==> src/rtl/uart_rx_deframer.sv <==
// uart_rx_deframer
//   Samples an asynchronous serial line and deframes 12-bit UART frames:
//   start(0), d0..d7 LSB first, parity, stop1(1), stop2(1).
//   The received byte is presented with a one-cycle valid pulse, together
//   with parity and framing status for that frame.
//
// Ports
//   clk         system clock
//   reset       synchronous active-high reset
//   rx_in       serial line, idle high, asynchronous to clk
//   parity_sel  0 = even parity, 1 = odd parity (latched at start bit)
//   rx_data     last received byte (held until next rx_valid)
//   rx_valid    one-cycle pulse when a frame completes
//   parity_err  parity mismatch in last frame, valid with rx_valid
//   frame_err   a stop bit sampled 0 in last frame, valid with rx_valid
//   busy        high whenever the receiver is not idle
module uart_rx_deframer #(
    parameter int CLKS_PER_BIT = 16
) (
    input  logic       clk,
    input  logic       reset,
    input  logic       rx_in,
    input  logic       parity_sel,
    output logic [7:0] rx_data,
    output logic       rx_valid,
    output logic       parity_err,
    output logic       frame_err,
    output logic       busy
);

    localparam int CW = $clog2(CLKS_PER_BIT);
    localparam logic [CW-1:0] CNT_MID = CW'(CLKS_PER_BIT / 2 - 1);
    localparam logic [CW-1:0] CNT_END = CW'(CLKS_PER_BIT - 1);

    typedef enum logic [2:0] {
        IDLE,
        START,
        DATA,
        PARITY,
        STOP1,
        STOP2,
        WAIT_HIGH
    } state_t;

    state_t        state_reg;
    logic [1:0]    sync_reg;      // [0] first stage, [1] synchronized line
    logic          rxs;
    logic [CW-1:0] cnt_reg;
    logic [2:0]    bidx_reg;
    logic [7:0]    shift_reg;
    logic          sel_reg;       // parity mode frozen for the frame in flight
    logic          par_bad_reg;
    logic          stop1_bad_reg;

    assign rxs  = sync_reg[1];
    assign busy = (state_reg != IDLE);

    always_ff @(posedge clk) begin
        if (reset) begin
            state_reg     <= IDLE;
            sync_reg      <= 2'b11;
            cnt_reg       <= '0;
            bidx_reg      <= '0;
            shift_reg     <= '0;
            sel_reg       <= 1'b0;
            par_bad_reg   <= 1'b0;
            stop1_bad_reg <= 1'b0;
            rx_data       <= '0;
            rx_valid      <= 1'b0;
            parity_err    <= 1'b0;
            frame_err     <= 1'b0;
        end else begin
            sync_reg <= {sync_reg[0], rx_in};
            rx_valid <= 1'b0;

            case (state_reg)
                IDLE: begin
                    if (!rxs) begin
                        state_reg <= START;
                        cnt_reg   <= '0;
                    end
                end

                START: begin
                    // Re-check the line at mid start bit to reject glitches.
                    if (cnt_reg == CNT_MID) begin
                        if (!rxs) begin
                            sel_reg   <= parity_sel;
                            cnt_reg   <= '0;
                            bidx_reg  <= '0;
                            state_reg <= DATA;
                        end else begin
                            state_reg <= IDLE;
                        end
                    end else begin
                        cnt_reg <= cnt_reg + CW'(1);
                    end
                end

                DATA: begin
                    if (cnt_reg == CNT_END) begin
                        cnt_reg   <= '0;
                        // Shift right so d0 lands in bit 0 after eight bits.
                        shift_reg <= {rxs, shift_reg[7:1]};
                        if (bidx_reg == 3'd7) begin
                            state_reg <= PARITY;
                        end else begin
                            bidx_reg <= bidx_reg + 3'd1;
                        end
                    end else begin
                        cnt_reg <= cnt_reg + CW'(1);
                    end
                end

                PARITY: begin
                    if (cnt_reg == CNT_END) begin
                        cnt_reg     <= '0;
                        par_bad_reg <= (rxs != ((^shift_reg) ^ sel_reg));
                        state_reg   <= STOP1;
                    end else begin
                        cnt_reg <= cnt_reg + CW'(1);
                    end
                end

                STOP1: begin
                    if (cnt_reg == CNT_END) begin
                        cnt_reg       <= '0;
                        stop1_bad_reg <= ~rxs;
                        state_reg     <= STOP2;
                    end else begin
                        cnt_reg <= cnt_reg + CW'(1);
                    end
                end

                STOP2: begin
                    if (cnt_reg == CNT_END) begin
                        cnt_reg    <= '0;
                        rx_data    <= shift_reg;
                        parity_err <= par_bad_reg;
                        frame_err  <= stop1_bad_reg | ~rxs;
                        rx_valid   <= 1'b1;
                        // A low stop2 means a break or stuck line: wait for
                        // it to return high so it is not taken as a start bit.
                        state_reg  <= rxs ? IDLE : WAIT_HIGH;
                    end else begin
                        cnt_reg <= cnt_reg + CW'(1);
                    end
                end

                WAIT_HIGH: begin
                    if (rxs) begin
                        state_reg <= IDLE;
                    end
                end

                default: begin
                    state_reg <= IDLE;
                end
            endcase
        end
    end

endmodule

==> config.mk <==
export PLATFORM = sky130hd
export DESIGN_NAME = uart_rx_deframer
export DESIGN_NICKNAME = d
export VERILOG_FILES = /design/src/rtl/uart_rx_deframer.sv
export SDC_FILE = /design/constraint.sdc
export NUM_CORES = 1
export LEC_CHECK = 0
export ABC_CLOCK_PERIOD_IN_PS = 1650
export BUFFER_PORTS_ARGS = -buffer_cell sky130_fd_sc_hd__buf_4
export CAP_MARGIN = 20
export CORE_MARGIN = 3
export CORE_UTILIZATION = 52
export DETAILED_ROUTE_END_ITERATION = 8
export GPL_ROUTABILITY_DRIVEN = 0
export PLACE_DENSITY = 0.74
export SLEW_MARGIN = 10
export SYNTH_ARGS = -nofsm -noshare
export SYNTH_HDL_FRONTEND = slang
export SYNTH_SLANG_ARGS = --single-unit
==> constraint.sdc <==
create_clock -name clk -period 1.65 [get_ports clk]
set_input_delay 0.33 -clock clk [delete_from_list [all_inputs] [get_ports clk]]
set_output_delay 0.33 -clock clk [all_outputs]
set_load 0.03 [all_outputs]
==> out/metrics.csv <==
stage,metric,value,unit
sta,fin_crit,1620,ps
worst_setup_path,end_kind,register,
power_and_ir_drop,powerDensity,652,nW/um^2
clock_network,clk_pin_slew,100,ps
floorplanning,die_y,62.3,um
routing,vias,1359,
global_routing,grt-ovfl-total,0,
global_routing,grt_pass1_vias,1246,
global_routing,grt_pass1_wl,5560,um
floorplanning,dieArea,3880,sq um
synthesis,syn_area_per_cell,9.24,sq um
worst_setup_path,worstPathCellList,ha_4 -> ha_4 -> and4bb_1 -> o211ai_2 -> or3_1 -> a21oi_1,
clock_network,clock_insertion_delay_worst_skew,320,ps
hold_path,min_delay_path_depth,2,
run_status,status,"finished, final reports clean",
layout,nets,213,
placed_design,port_buffers,15,
routing,met2_length,1720,um
routing,firstDrtPassIters,4,
layout,fillers,227,
placed_design,postPlaceCellArea,1860,sq um
worst_setup_path,cpMostUsedCell,ha_4,
worst_setup_path,critPathMaxFanout,6,
sta,setup_ws,31.1,ps
floorplanning,die_w,62.3,um
synthesis,synth_nets,185,
worst_setup_path,rr_startpoint,bidx_reg[1]$_SDFFE_PP0P_,
sta,maxSlewViolCount,0,
floorplanning,initial_core_util,57.2,%
hold_path,hold_class,input pin to register,
floorplanning,core.rowCount,19,
sta,max-slew-margin-rel,70.6,%
worst_setup_path,cp-start-kind,register,
clock_network,cts_buffers,5,
worst_setup_path,slowest_delay,370,ps
placed_design,place_inst,235,
synthesis,async_flop_share,0,%
floorplanning,ios,16,
routing,dr.first_iter.drc_count,96,
clock_network,cts_tree,done,
worst_setup_path,r2r.worst_path.cells,6,
sta,max_freq,618,MHz
worst_setup_path,crit_type,register to register,
synthesis,syn_area,1650,sq um
sta,setup_tns,0,ps
synthesis,ys_seq_elements,34,
synthesis,netlist_top_cells_area,"dfxtp_1 41%, mux2i_1 11%, nor2_1 5.9%, a21oi_1 4.3%, xnor2_1 3.7%",
power_and_ir_drop,ir_drop,0.000546,V
sta,finalHoldViolations,0,
power_and_ir_drop,total_power,1.31,mW
synthesis,synthFlopType,dfxtp_1,
sta,clock_skew,4.21,ps
synthesis,yosysTopAreaCellShare,41.4,%
routing,vias_per_cell,5.48,
synthesis,synth.distinct_cells,43,
global_routing,antenna_found_initial,0,
sta,tightest_slew,441,ps
synthesis,seq_area_frac_synth,41.4,%
layout,drive_gt1_share,30.1,%
routing,highest_layer,met4,
synthesis,yosysMostFrequentCell,dfxtp_1,
global_routing,grt_usage,17.9,%
routing,wl_met3,187,um
layout,stdcell_count,248,
worst_setup_path,crit_required,1900,ps
routing,drc,0,
clock_network,cts_max_level,2,
placed_design,hpwlAfterDp,2340,um
synthesis,yosysWarnings,0,
routing,routed_wl,3480,um
routing,drtAntennaViolNets,0,
hold_path,hold_path.startpoint,rx_in,
clock_network,root_buffer,clkbuf_4,
sta,min_period_over_period,98.1,%
sta,rsz0062_at_grt,true,
layout,regArea,692,sq um
synthesis,synthTopCellsByCount,"34 x dfxtp_1, 26 x nor2_1, 18 x mux2i_1",
clock_network,clock_path_buffers,2,
global_routing,grt_max_degree,35,
worst_setup_path,cpMaxStageDelayCell,or3_1,
layout,area_delta_synth_final,22.2,%
worst_setup_path,crit_start,bidx_reg[1]$_SDFFE_PP0P_,
floorplanning,core,2880,sq um
layout,fin_util,69.9,%
synthesis,synth_edf_count,0,
layout,antenna_cells,0,
clock_network,cts.sinks,34,
layout,final_area,2010,sq um
power_and_ir_drop,p_leak,0.743,nW
synthesis,syn_inst,178,
job,maxCapViolCount,0,
sta,holdWs,196,ps
placed_design,post-place-ws,-54.6,ps
clock_network,cts_hold_buf,0,
sta,setup-violations-final,0,
routing,m1WireLength,1530,um
layout,multi_input_area,907,sq um
routing,post_drt_wl_per_cell,14.0,um
worst_setup_path,crit_arrival,1870,ps
synthesis,yosysTopAreaCell,dfxtp_1,
## cells in the final DEF (no fill, tap or decap), types with 2 or more instances in the layout
cell      synthesis  final
xnor2_1           7      7
a311oi_1          2      2
inv_1             7      7
nand3_1           5      5
buf_4             4     32
or3_1             3      3
a21oi_1          14     14
mux2i_1          18     18
nor2b_1           2      2
dfxtp_2           0      3
o21ai_0           4      4
a211oi_1          2      2
nor2_1           26     25
ha_4              0      2
nor3_2            2      2
or2_2             2      2
clkbuf_4          0      5
dfxtp_1          34     29
mux2_2            2      2
dfxtp_4           0      2
nand2_1           8      8
buf_12            0      2
## worst paths after layout
path | endpoint | slack [ps]
max | bidx_reg[1]$_SDFFE_PP0P_ | 30
min | sync_reg[0]$_SDFF_PP1_ | 200
min reg2reg | sync_reg[1]$_SDFF_PP1_ | 430
max reg2reg | bidx_reg[1]$_SDFFE_PP0P_ | 30
## layer usage
metal / GRT usage [%] / vias up
li1: - / 669
met3: 5.77 / 6
met5: 0 / -
met2: 29.4 / 40
met4: 8.82 / 0
met1: 20.9 / 644
## report_power, final
| part | switching [mW] | total (mW) | internal (mW) |
|---|---|---|---|
| sequential | 0.00515 | 0.827 | 0.822 |
| clock | 0.262 | 0.421 | 0.159 |
| combinational | 0.0356 | 0.0615 | 0.0259 |
| total | 0.303 | 1.31 | 1.01 |
## layout make-up
cell class	instances	share of cell area [%]
Timing Repair Buffer	34	13.9
Inverter	8	1.49
Tap cell	42	2.61
Clock inverter	1	0.373
Sequential cell	34	34.4
Multi-Input combinational cell	123	45.1
Clock buffer	6	2.05
## cells by family (layout without fill, tap and decap cells)
family                     count (synthesis)  after routing  synth area share, %
and+or+nand+nor                           60             60                 19.8
DFF                                       34             34                 41.4
AOI/OAI and AO/OA                         31             31                 12.2
buffers and inverters                     21             49                 6.39
muxes                                     20             20                 12.3
xor gates and xnor gates                   9              9                 5.63
adders and majority gates                  3              3                 2.28
## timing repair
item / in CTS / in global routing
resized for setup: 10 / 7
pin swaps: 5 / 4
buffers inserted: 1 / 5
setup endpoints to repair: 4 / 26
cloned: 0 / 0
endpoints found under the hold margin: 0 / 0
## critical path: cells and delay by family (launching register included)
kind	cells	cell delay, ps
AND/OR/NAND/NOR	2	620
AO/OA/AOI/OAI	2	270
flip-flops	1	350
adder cells (fa/ha/maj)	2	300
No activity file was read; power rests on OpenSTA's default activity.
